### config.mk
export PLATFORM = sky130hd
export DESIGN_NAME = mem_access_sequencer_flat
export DESIGN_NICKNAME = d
export VERILOG_FILES = /design/src/rtl/mem_access_sequencer_if.sv /design/src/rtl/mem_access_sequencer.sv /design/src/flat_wrapper.sv
export SDC_FILE = /design/constraint.sdc
export NUM_CORES = 1
export LEC_CHECK = 0
export ABC_AREA = 0
export BUFFER_PORTS_ARGS = -buffer_cell sky130_fd_sc_hd__buf_2
export CORE_UTILIZATION = 25
export DETAILED_ROUTE_END_ITERATION = 10
export PLACE_DENSITY = 0.58
export SLEW_MARGIN = 5
export SYNTH_ARGS = -nofsm -noshare
export SYNTH_HDL_FRONTEND = slang
export SYNTH_SLANG_ARGS = --single-unit
### constraint.sdc
create_clock -name Clk -period 2.69 [get_ports Clk]
set_input_delay 0.538 -clock Clk [delete_from_list [all_inputs] [get_ports Clk]]
set_output_delay 0.538 -clock Clk [all_outputs]
set_load 0.01 [all_outputs]
### src/rtl/mem_access_sequencer_if.sv
// Request/handshake bundle between a requester, the RAM and mem_access_sequencer.
// master drives requests and MFC; slave is the sequencer's view.
interface mem_access_sequencer_if;
  logic       req;
  logic       is_store;
  logic [1:0] size;
  logic       sign_ext;
  logic [1:0] addr_low;
  logic       MFC;

  logic       MAR_Enable;
  logic       MDR_Enable;
  logic       MDR_Mux_select;
  logic       RAM_enable;
  logic [5:0] RAM_OpCode;
  logic       busy;
  logic       done;
  logic       trap;
  logic [2:0] tt;

  modport master (
    output req, is_store, size, sign_ext, addr_low, MFC,
    input  MAR_Enable, MDR_Enable, MDR_Mux_select, RAM_enable, RAM_OpCode,
    input  busy, done, trap, tt
  );

  modport slave (
    input  req, is_store, size, sign_ext, addr_low, MFC,
    output MAR_Enable, MDR_Enable, MDR_Mux_select, RAM_enable, RAM_OpCode,
    output busy, done, trap, tt
  );
endinterface

### src/rtl/mem_access_sequencer.sv
// Sequences MAR load, RAM access and MDR capture for one load/store per request.
// Define MEM_TIMEOUT_EN to trap (tt=010) when MFC does not arrive within TIMEOUT_CYCLES.
module mem_access_sequencer #(
  parameter int unsigned TIMEOUT_CYCLES = 15
) (
  input  logic                   Clk,
  input  logic                   RESET,
  mem_access_sequencer_if.slave  bus
);

  localparam logic [2:0] IDLE    = 3'd0;
  localparam logic [2:0] ADDR    = 3'd1;
  localparam logic [2:0] ACCESS  = 3'd2;
  localparam logic [2:0] CAPTURE = 3'd3;
  localparam logic [2:0] DONE    = 3'd4;
  localparam logic [2:0] TRAP    = 3'd5;

  logic [2:0] state;
  logic [2:0] next_state;
  logic       is_store_q;
  logic       sign_ext_q;
  logic [1:0] size_q;
  logic [1:0] addr_low_q;
  logic       req_illegal;
  logic       latched_illegal;
  logic       mfc_timeout;
  logic [2:0] trap_type;

  // Byte accesses are always aligned; size 11 is never a valid encoding.
  function automatic logic is_illegal(input logic [1:0] sz, input logic [1:0] al);
    return (sz == 2'b11) ||
           ((sz == 2'b01) && al[0]) ||
           ((sz == 2'b10) && (al != 2'b00));
  endfunction

  assign req_illegal     = is_illegal(bus.size, bus.addr_low);
  assign latched_illegal = is_illegal(size_q, addr_low_q);

`ifdef MEM_TIMEOUT_EN
  localparam int unsigned CountW = (TIMEOUT_CYCLES < 2) ? 1 : $clog2(TIMEOUT_CYCLES);

  logic [CountW-1:0] timeout_cnt;

  // Counts ACCESS cycles spent waiting; any other state leaves it cleared for the next entry.
  always_ff @(posedge Clk or negedge RESET) begin
    if (!RESET) begin
      timeout_cnt <= '0;
    end else if (state != ACCESS) begin
      timeout_cnt <= '0;
    end else if (!bus.MFC) begin
      timeout_cnt <= timeout_cnt + CountW'(1);
    end
  end

  assign mfc_timeout = (32'(timeout_cnt) == (TIMEOUT_CYCLES - 1));
  assign trap_type   = latched_illegal ? 3'b001 : 3'b010;
`else
  logic [31:0] unused_timeout_cfg;

  assign unused_timeout_cfg = TIMEOUT_CYCLES;
  assign mfc_timeout        = 1'b0;
  assign trap_type          = {2'b00, latched_illegal};
`endif

  always_comb begin
    next_state = state;
    case (state)
      IDLE: begin
        if (bus.req) begin
          next_state = req_illegal ? TRAP : ADDR;
        end
      end
      ADDR:    next_state = ACCESS;
      ACCESS: begin
        if (bus.MFC) begin
          next_state = is_store_q ? DONE : CAPTURE;
        end else if (mfc_timeout) begin
          next_state = TRAP;
        end
      end
      CAPTURE: next_state = DONE;
      DONE:    next_state = IDLE;
      TRAP:    next_state = IDLE;
      default: next_state = IDLE;
    endcase
  end

  // Request fields are captured only on acceptance so a held req cannot disturb a transaction.
  always_ff @(posedge Clk or negedge RESET) begin
    if (!RESET) begin
      state      <= IDLE;
      is_store_q <= 1'b0;
      sign_ext_q <= 1'b0;
      size_q     <= 2'b00;
      addr_low_q <= 2'b00;
    end else begin
      state <= next_state;
      if ((state == IDLE) && bus.req) begin
        is_store_q <= bus.is_store;
        sign_ext_q <= bus.sign_ext;
        size_q     <= bus.size;
        addr_low_q <= bus.addr_low;
      end
    end
  end

  assign bus.busy           = (state != IDLE);
  assign bus.MAR_Enable     = (state == ADDR);
  assign bus.RAM_enable     = (state == ACCESS);
  assign bus.RAM_OpCode     = (state == ACCESS) ? {is_store_q, 2'b00, sign_ext_q, size_q} : 6'b000000;
  assign bus.MDR_Enable     = (state == CAPTURE);
  assign bus.MDR_Mux_select = (state == CAPTURE);
  assign bus.done           = (state == DONE);
  assign bus.trap           = (state == TRAP);
  assign bus.tt             = (state == TRAP) ? trap_type : 3'b000;

endmodule

### src/flat_wrapper.sv
// flat-port wrapper written by rule: the top's interface ports become plain ports
module mem_access_sequencer_flat 
#(
  parameter int unsigned TIMEOUT_CYCLES = 15
)
  (Clk, RESET, bus_req, bus_is_store, bus_size, bus_sign_ext, bus_addr_low, bus_MFC, bus_MAR_Enable, bus_MDR_Enable, bus_MDR_Mux_select, bus_RAM_enable, bus_RAM_OpCode, bus_busy, bus_done, bus_trap, bus_tt);
  mem_access_sequencer_if bus_i ();
  input  logic Clk;
  input  logic RESET;
  input wire logic [$bits(bus_i.req)-1:0] bus_req;
  input wire logic [$bits(bus_i.is_store)-1:0] bus_is_store;
  input wire logic [$bits(bus_i.size)-1:0] bus_size;
  input wire logic [$bits(bus_i.sign_ext)-1:0] bus_sign_ext;
  input wire logic [$bits(bus_i.addr_low)-1:0] bus_addr_low;
  input wire logic [$bits(bus_i.MFC)-1:0] bus_MFC;
  output wire logic [$bits(bus_i.MAR_Enable)-1:0] bus_MAR_Enable;
  output wire logic [$bits(bus_i.MDR_Enable)-1:0] bus_MDR_Enable;
  output wire logic [$bits(bus_i.MDR_Mux_select)-1:0] bus_MDR_Mux_select;
  output wire logic [$bits(bus_i.RAM_enable)-1:0] bus_RAM_enable;
  output wire logic [$bits(bus_i.RAM_OpCode)-1:0] bus_RAM_OpCode;
  output wire logic [$bits(bus_i.busy)-1:0] bus_busy;
  output wire logic [$bits(bus_i.done)-1:0] bus_done;
  output wire logic [$bits(bus_i.trap)-1:0] bus_trap;
  output wire logic [$bits(bus_i.tt)-1:0] bus_tt;
  assign bus_i.req = bus_req;
  assign bus_i.is_store = bus_is_store;
  assign bus_i.size = bus_size;
  assign bus_i.sign_ext = bus_sign_ext;
  assign bus_i.addr_low = bus_addr_low;
  assign bus_i.MFC = bus_MFC;
  assign bus_MAR_Enable = bus_i.MAR_Enable;
  assign bus_MDR_Enable = bus_i.MDR_Enable;
  assign bus_MDR_Mux_select = bus_i.MDR_Mux_select;
  assign bus_RAM_enable = bus_i.RAM_enable;
  assign bus_RAM_OpCode = bus_i.RAM_OpCode;
  assign bus_busy = bus_i.busy;
  assign bus_done = bus_i.done;
  assign bus_trap = bus_i.trap;
  assign bus_tt = bus_i.tt;
  mem_access_sequencer #(.TIMEOUT_CYCLES(TIMEOUT_CYCLES)) u_core (.Clk(Clk), .RESET(RESET), .bus(bus_i));
endmodule
==> impl_metrics.json, run 1 <==
{
  "rsz0062_at_grt": "no",
  "cts-resized-gates": 0,
  "status": "finished, final reports clean",
  "cp_max_fo": 7,
  "post_cts_buffers": 0,
  "critical_path_buf_inv_count": 1,
  "ys_seq_area_frac": 0.417,
  "leakage_nw": 0.356,
  "netlist_instances": 50,
  "setup_viol": 0,
  "ys_top_cells_by_area": "dfrtp_1, mux2_4, buf_4",
  "clk_pin_slew_ns": 0.06,
  "numCtsBuffers": 3,
  "initial_utilization": 0.270,
  "clkSinkCount": 9,
  "grt_use_total": 0.123,
  "design.core.area_um2": 2000,
  "path_delay_family": "simple AND/OR/NAND/NOR gates",
  "overflow": 0,
  "utilization": 0.334,
  "cap_violations": 0,
  "worst_path_largest_cell_delay_ns": 0.46,
  "syn_area_per_cell_um2": 10.8,
  "crit_arrival_ns": 1.36,
  "power_mw": 0.700,
  "syn_area_um2": 541,
  "timing.final.crit_share": 0.706,
  "setup-tns-final_ns": 0,
  "finalHoldViolations": 0,
  "grt_pass1_wl_um": 2080,
  "fmax_ghz": 0.527,
  "num-fill-cells": 212,
  "p_sw_mw": 0.266,
  "routedWlPerCell_um": 11.7,
  "worstSetupPathType": "reg2out",
  "drt_first_pass_iters": 4,
  "portBuffers": 21,
  "hpwl_um": 906,
  "slowest_stage": "dfrtp_1",
  "seq_power_share": 0.391,
  "fin_skew_ns": 0.00757,
  "tritoncts": "built",
  "die-area_um2": 2350,
  "drc_errors": 0,
  "grt_pass1_vias": 425,
  "switching_share": 0.380,
  "grt_max_degree": 10,
  "path_cells": "nand2b_1 -> nor4_1 -> buf_2",
  "min_path_type": "in2async",
  "powerDensity_nw_per_um2": 1050,
  "top_level_ports": 26,
  "ys_ff_latch": 9,
  "synth_cell_types": 24,
  "r2r_setup_slack_ns": 1.28,
  "antenna_left": 0,
  "finish.instance_area_um2": 668,
  "drt_wl_total_um": 1160,
  "n_antenna_cell": 0,
  "critPathRequiredTime_ns": 2.15,
  "drtIter0Drc": 5,
  "rows": 16,
  "final_nets": 83,
  "netlist.top_cell.by_area": "dfrtp_1",
  "power.share.combinational": 0.460,
  "end_kind": "output port",
  "yosys_warnings": 0,
  "die_h_um": 48.5,
  "avgViaCountPerCell": 4.36,
  "synth_top_cell_area_share": 0.417,
  "clk_path_buf_depth": 2,
  "h-tree-depth": 1,
  "intPower_mw": 0.434,
  "cts_hold_buf": 0,
  "area_growth_syn_to_layout_pct": 23.6,
  "cts-root-buf": "clkbuf_4",
  "antenna_found_initial": 0,
  "drive_gt1_frac": 0.444,
  "period_needed_ns": 1.90,
  "maxSlewViolCount": 0,
  "clkPwrFrac": 0.149,
  "place_congestion": 0.855,
  "ir_drop_v": 0.000414,
  "vias": 432,
  "clk_latency_ns": 0.26,
  "place_area_um2": 642,
  "die_w_um": 48.5,
  "worstSetupStartpointType": "register"
}
worst register-to-register path: stages (launching register included):
cell     delay [ns]
dfrtp_1        0.46
nor3_2         0.27
and2_4         0.25
mux2_4         0.31
metal layers:
layer	GRT usage	part of all wire	vias to the layer above
li1	-	-	212
met1	0.161	0.48	199
met2	0.176	0.46	19
met3	0.0189	0.044	2
met4	0.103	0.016	0
met5	0	0	-
worst paths after layout:
check,from,to,cells after the start
worst max-delay path,u_core.state[1],bus_tt[0],3
worst min-delay path,RESET,u_core.is_store_q,1
worst max register to register,u_core.state[0],u_core.sign_ext_q,3
worst min register to register,u_core.sign_ext_q,u_core.sign_ext_q,1
max in group asynchronous,RESET,u_core.size_q[0],1
min in group Clk,bus_is_store,u_core.is_store_q,2
kinds of logic after synthesis:
family	share of synthesized area
buf+inv	0.111
simple gates	0.190
flops	0.417
mux	0.185
compound gates	0.0903
other cells	0.00694
power by group through the flow:
stage	clock network [mW]	registers (mW)	logic, mW
floorplan	0	0.251	0.259
global placement	0	0.268	0.324
detailed placement	0	0.273	0.326
CTS	0.112	0.272	0.327
global route	0.117	0.285	0.362
finish	0.105	0.274	0.322
synthesized netlist by cell type:
master     number
a2111oi_0       1
a21oi_1         2
a221oi_1        1
and2_1          2
and2_4          1
and2b_1         1
and3_1          4
buf_4           5
buf_6           1
conb_1          1
dfrtp_1         9
inv_1           3
mux2_4          6
mux2i_1         1
nand2_1         1
nand2b_1        1
nand3_1         1
nor2_1          2
nor3_1          2
nor3_2          1
nor4_1          1
o21a_1          1
o21ai_0         1
o221ai_1        1
cells in the final DEF (no fill, tap or decap), types with 2 or more instances in the layout:
master    count
and2_1        2
inv_1         3
conb_1        4
clkbuf_4      3
nor2_1        2
dfrtp_1       9
a21oi_1       2
nor3_1        2
and3_1        4
mux2_4        6
buf_2        21
cell type report:
type | count | area [µm²] | area share
multi-input combinational | 35 | 267 | 0.399
sequential | 9 | 225 | 0.337
timing repair buffer | 21 | 105 | 0.157
tap | 27 | 33.8 | 0.0506
clock buffer | 4 | 26.3 | 0.0393
inverter | 3 | 11.3 | 0.0169
registers in the layout, indices dropped and copies added, names as in the netlist:
name and flops:
u_core.addr_low_q 2, u_core.size_q 2, u_core.state 3, u_core.sign_ext_q 1, u_core.is_store_q 1
through the flow:
stage          cells  hold WS (ns)  setup WS (ns)
2_1_floorplan     53         0.242           1.08
3_3_place_gp      95         0.406           1.11
3_5_place_dp      95         0.408           1.06
4_1_cts           99         0.119          0.769
5_1_grt           99         0.129          0.709
6_report          99         0.113          0.791
(Power assumes the default switching activity.)
==> inputs of run 2 (changes only) <==
Settings changed: PLACE_DENSITY 0.58 to 0.59.
Clock period 2.69 ns to 1.6 ns, I/O delays scaled along.
==> impl_metrics.json, run 2 (synthesis gave the netlist of run 1 again) <==
{
  "antenna_left": 0,
  "period_needed_ns": 1.59,
  "top_register": "u_core.state",
  "largest_reg_flops": 3,
  "min_path_type": "in2reg",
  "vias": 481,
  "place_congestion": 0.738,
  "switching_share": 0.376,
  "numCtsBuffers": 3,
  "die-area_um2": 2350,
  "seq_power_share": 0.340,
  "final_nets": 90,
  "fin_skew_ns": 0.00151,
  "initial_utilization": 0.270,
  "end_kind": "output port",
  "finalHoldViolations": 0,
  "cap_violations": 0,
  "whs_ns": 0.286,
  "grt_pass1_wl_um": 1960,
  "cp_max_fo": 6,
  "path_cells": "buf_4 -> nor3_2 -> buf_4 -> inv_1 -> buf_2",
  "grt_pass1_vias": 446,
  "slowest_stage": "dfrtp_2",
  "drc_errors": 0,
  "layout_top_registers": "u_core.state: 3 flops, u_core.addr_low_q: 2 flops, u_core.size_q: 2 flops",
  "portBuffers": 21,
  "rows": 16,
  "design.core.area_um2": 2000,
  "clk_latency_ns": 0.26,
  "cts-root-buf": "clkbuf_4",
  "worst_path_largest_cell_delay_ns": 0.44,
  "leakage_nw": 0.393,
  "clkSinkCount": 9,
  "fin_ws_ns": 0.00547,
  "clk_path_buf_depth": 2,
  "p_sw_mw": 0.526,
  "rsz0062_at_grt": "yes",
  "hpwl_um": 872,
  "critPathRequiredTime_ns": 1.28,
  "crit_path_frequent_cell": "buf_4",
  "powerDensity_nw_per_um2": 1760,
  "antenna_found_initial": 0,
  "clkPwrFrac": 0.126,
  "routedWlPerCell_um": 12.1,
  "final_cell_mix": "buf_2, mux2_4, buf_4, dfrtp_1",
  "grt_max_degree": 10,
  "drive_gt1_frac": 0.608,
  "setup_viol": 0,
  "die_w_um": 48.5,
  "intPower_mw": 0.872,
  "status": "finished, final reports clean",
  "timing.final.crit_share": 0.997,
  "worstSetupStartpointType": "register",
  "die_h_um": 48.5,
  "drtIter0Drc": 10,
  "final_common_cell": "buf_2",
  "top_level_ports": 26,
  "overflow": 0,
  "avgViaCountPerCell": 4.54,
  "h-tree-depth": 1,
  "area_growth_syn_to_layout_pct": 46.8,
  "tritoncts": "built",
  "ir_drop_v": 0.000762,
  "fmax_ghz": 0.627,
  "place_ws_ns": 0.164,
  "crit_arrival_ns": 1.27,
  "grt_use_total": 0.113,
  "drt_wl_total_um": 1290,
  "drt_first_pass_iters": 4,
  "worstSetupPathType": "reg2out",
  "power.share.combinational": 0.535,
  "maxSlewViolCount": 0,
  "n_antenna_cell": 0,
  "clk_pin_slew_ns": 0.06
}
[run 2: cell count changes in the layout (fill, tap and decap cells not counted), moves of 2 or more]
cell and change:
and3_1 -2, and3_4 +2, buf_2 -4, buf_4 +6
buf_6 +4, dfrtp_1 -3, dfrtp_2 +3
[run 2: final timing paths]
path | from | to | cells after the start | slack [ns]
setup / recovery | u_core.state[2] | bus_busy | 5 | 0.005
hold / removal | bus_is_store | u_core.is_store_q | 2 | 0.29
setup reg to reg | u_core.state[2] | u_core.sign_ext_q | 4 | 0.20
hold reg to reg | u_core.state[2] | u_core.state[2] | 1 | 0.51
max in group asynchronous | RESET | u_core.state[2] | 2 | 0.97
min in group asynchronous | RESET | u_core.state[0] | 2 | 0.44
[run 2: worst max-delay path: cells and delay by family, from the launching register on]
kind | cells | cell delay (ns)
DFF | 1 | 0.44
and+or+nand+nor | 1 | 0.13
buffers and inverters | 4 | 0.44
[run 2: power groups by stage]
stage / sequential, mW / combinational [mW] / clock [mW]
after floorplan: 0.422 / 0.435 / 0
after global placement: 0.453 / 0.562 / 0
after detailed placement: 0.460 / 0.566 / 0
after CTS: 0.461 / 0.646 / 0.185
after global routing: 0.491 / 0.801 / 0.194
final: 0.475 / 0.747 / 0.176
[run 2: through the flow]
stage               power (mW)  area [µm²]   util  std cells  TNS (ns)
CTS                       1.29         727  0.363        104   -0.0190
global placement          1.02         649  0.324         96         0
global route              1.49         793  0.396        106    -0.229
detailed placement        1.03         649  0.324         96         0
finish                    1.40         793  0.396        106         0
floorplan                0.857         552      -         53         0
[run 2: area by class of cell]
| cell class | count | area [µm²] |
|---|---|---|
| multi-input combinational | 35 | 308 |
| fill | 214 | 1210 |
| inverter | 3 | 11.3 |
| sequential | 9 | 229 |
| clock buffer | 4 | 26.3 |
| tap | 27 | 33.8 |
| timing repair buffer | 28 | 185 |
[run 2: per-layer routing]
layer	track usage	wire length [µm]	vias up
li1	-	-	225
met1	0.128	540	234
met2	0.167	633	18
met3	0.0472	77	4
met4	0.0882	34	0
met5	0	0	-
[run 2: timing repair]
action	CTS	global route
resized for setup	6	9
hold endpoints to repair	9	0
setup buffers	3	2
setup endpoints to repair	8	9
hold buffers	1	0
pin swaps	1	3
==> inputs of run 3 (changes only) <==
Settings changed: BUFFER_PORTS_ARGS -buffer_cell sky130_fd_sc_hd__buf_2 to -buffer_cell sky130_fd_sc_hd__buf_4.
==> impl_metrics.json, run 3 (synthesis gave the netlist of run 1 again) <==
{
  "portBuffers": 21,
  "final_cell_mix": "buf_4, mux2_4, dfrtp_1, conb_1",
  "cap_violations": 0,
  "critPathRequiredTime_ns": 1.28,
  "path_delay_family": "simple AND/OR/NAND/NOR gates",
  "drtIter0Drc": 3,
  "worstSetupStartpointType": "register",
  "power_mw": 1.44,
  "status": "finished, final reports clean",
  "routedWlPerCell_um": 12.5,
  "hpwl_um": 922,
  "numCtsBuffers": 3,
  "clk_latency_ns": 0.25,
  "drt_first_pass_iters": 4,
  "period_needed_ns": 1.59,
  "design.core.area_um2": 2000,
  "area_growth_syn_to_layout_pct": 54.4,
  "die-area_um2": 2350,
  "vias": 463,
  "grt_pass1_vias": 425,
  "drc_errors": 0,
  "final_common_cell": "buf_4",
  "finish.instance_area_um2": 835,
  "utilization": 0.417,
  "clk_path_buf_depth": 2,
  "clk_pin_slew_ns": 0.06,
  "largest_reg_flops": 3,
  "grt_use_total": 0.117,
  "antenna_found_initial": 0,
  "critical_path_buf_inv_count": 1,
  "setup_viol": 0,
  "maxSlewViolCount": 0,
  "rsz0062_at_grt": "yes",
  "top_level_ports": 26,
  "cp_max_fo": 7,
  "place_area_um2": 702,
  "slowest_stage": "dfrtp_2",
  "drt_wl_total_um": 1320,
  "cts-root-buf": "clkbuf_4",
  "timing.final.crit_share": 0.996,
  "overflow": 0,
  "final_nets": 90,
  "min_path_type": "in2reg",
  "drive_gt1_frac": 0.608,
  "layout_top_registers": "u_core.state: 3 flops, u_core.addr_low_q: 2 flops, u_core.size_q: 2 flops",
  "dp.cells": 96,
  "rows": 16,
  "end_kind": "output port",
  "path_cells": "and2b_2 -> and3_4 -> buf_6",
  "layout.cells.non_filler": 106,
  "clkSinkCount": 9,
  "crit_arrival_ns": 1.27,
  "tritoncts": "built",
  "finalHoldViolations": 0,
  "grt_max_degree": 10,
  "h-tree-depth": 1,
  "n_antenna_cell": 0,
  "worstSetupPathType": "reg2out",
  "fin_skew_ns": 0.00467,
  "die_h_um": 48.5,
  "place_congestion": 0.745,
  "top_register": "u_core.state",
  "initial_utilization": 0.270,
  "worst_path_largest_cell_delay_ns": 0.44,
  "fmax_ghz": 0.627,
  "grt_pass1_wl_um": 1990,
  "avgViaCountPerCell": 4.37,
  "ir_drop_v": 0.000633,
  "powerDensity_nw_per_um2": 1720,
  "leakage_nw": 0.398,
  "antenna_left": 0,
  "die_w_um": 48.5
}
[run 3: cell counts in the layout (fill, tap and decap cells not counted)]
No cell type changed its count.
[run 3: cell type report]
type                       count  area (µm²)
clock buffer                   4        26.3
multi-input combinational     35         310
sequential                     9         229
inverter                       3        11.3
timing repair buffer          28         224
fill                         204        1170
tap                           27        33.8
[run 3: worst paths after layout]
check,start,to,slack [ns],cells past startpoint
max,u_core.state[2],bus_RAM_OpCode[2],0.006,3
min,bus_is_store,u_core.is_store_q,0.29,2
max reg2reg,u_core.state[0],u_core.addr_low_q[1],0.24,3
min reg2reg,u_core.sign_ext_q,u_core.sign_ext_q,0.54,1
max in group asynchronous,RESET,u_core.state[1],1.02,2
min in group asynchronous,RESET,u_core.state[0],0.42,2
[run 3: worst register-to-register path, delay by kind of cell (launching register included)]
kind             cells  cell delay [ns]
AND/OR/NAND/NOR      2             0.46
multiplexers         1             0.32
flip-flops           1             0.46
[run 3: through the flow]
stage / hold WS [ns] / worst slack [ns] / TNS (ns)
floorplan: 0.0244 / 0.212 / 0
global placement: 0.149 / 0.227 / 0
detailed placement: 0.153 / 0.121 / 0
CTS: 0.288 / 0.00387 / 0
global route: 0.279 / -0.0468 / -0.260
finish: 0.293 / 0.00600 / 0
[run 3: what timing repair did]
item	4_1_cts	5_1_grt
gates resized for setup	6	8
endpoints found under the setup margin	8	9
setup buffers	3	2
hold buffers	1	0
endpoints found under the hold margin	9	0
pin swaps	0	2
[run 3: power breakdown]
group / switching, mW / internal (mW) / leakage [nW]
combinational: 0.320 / 0.477 / 0.278
clock: 0.0731 / 0.0957 / 0.0150
sequential: 0.132 / 0.342 / 0.105
total: 0.525 / 0.915 / 0.398
[run 3: per-layer routing]
layer	track usage	vias up	wire length [µm]
li1	-	227	-
met1	0.134	218	617
met2	0.185	16	623
met3	0.0503	2	59
met4	0.0588	0	19
met5	0	-	0
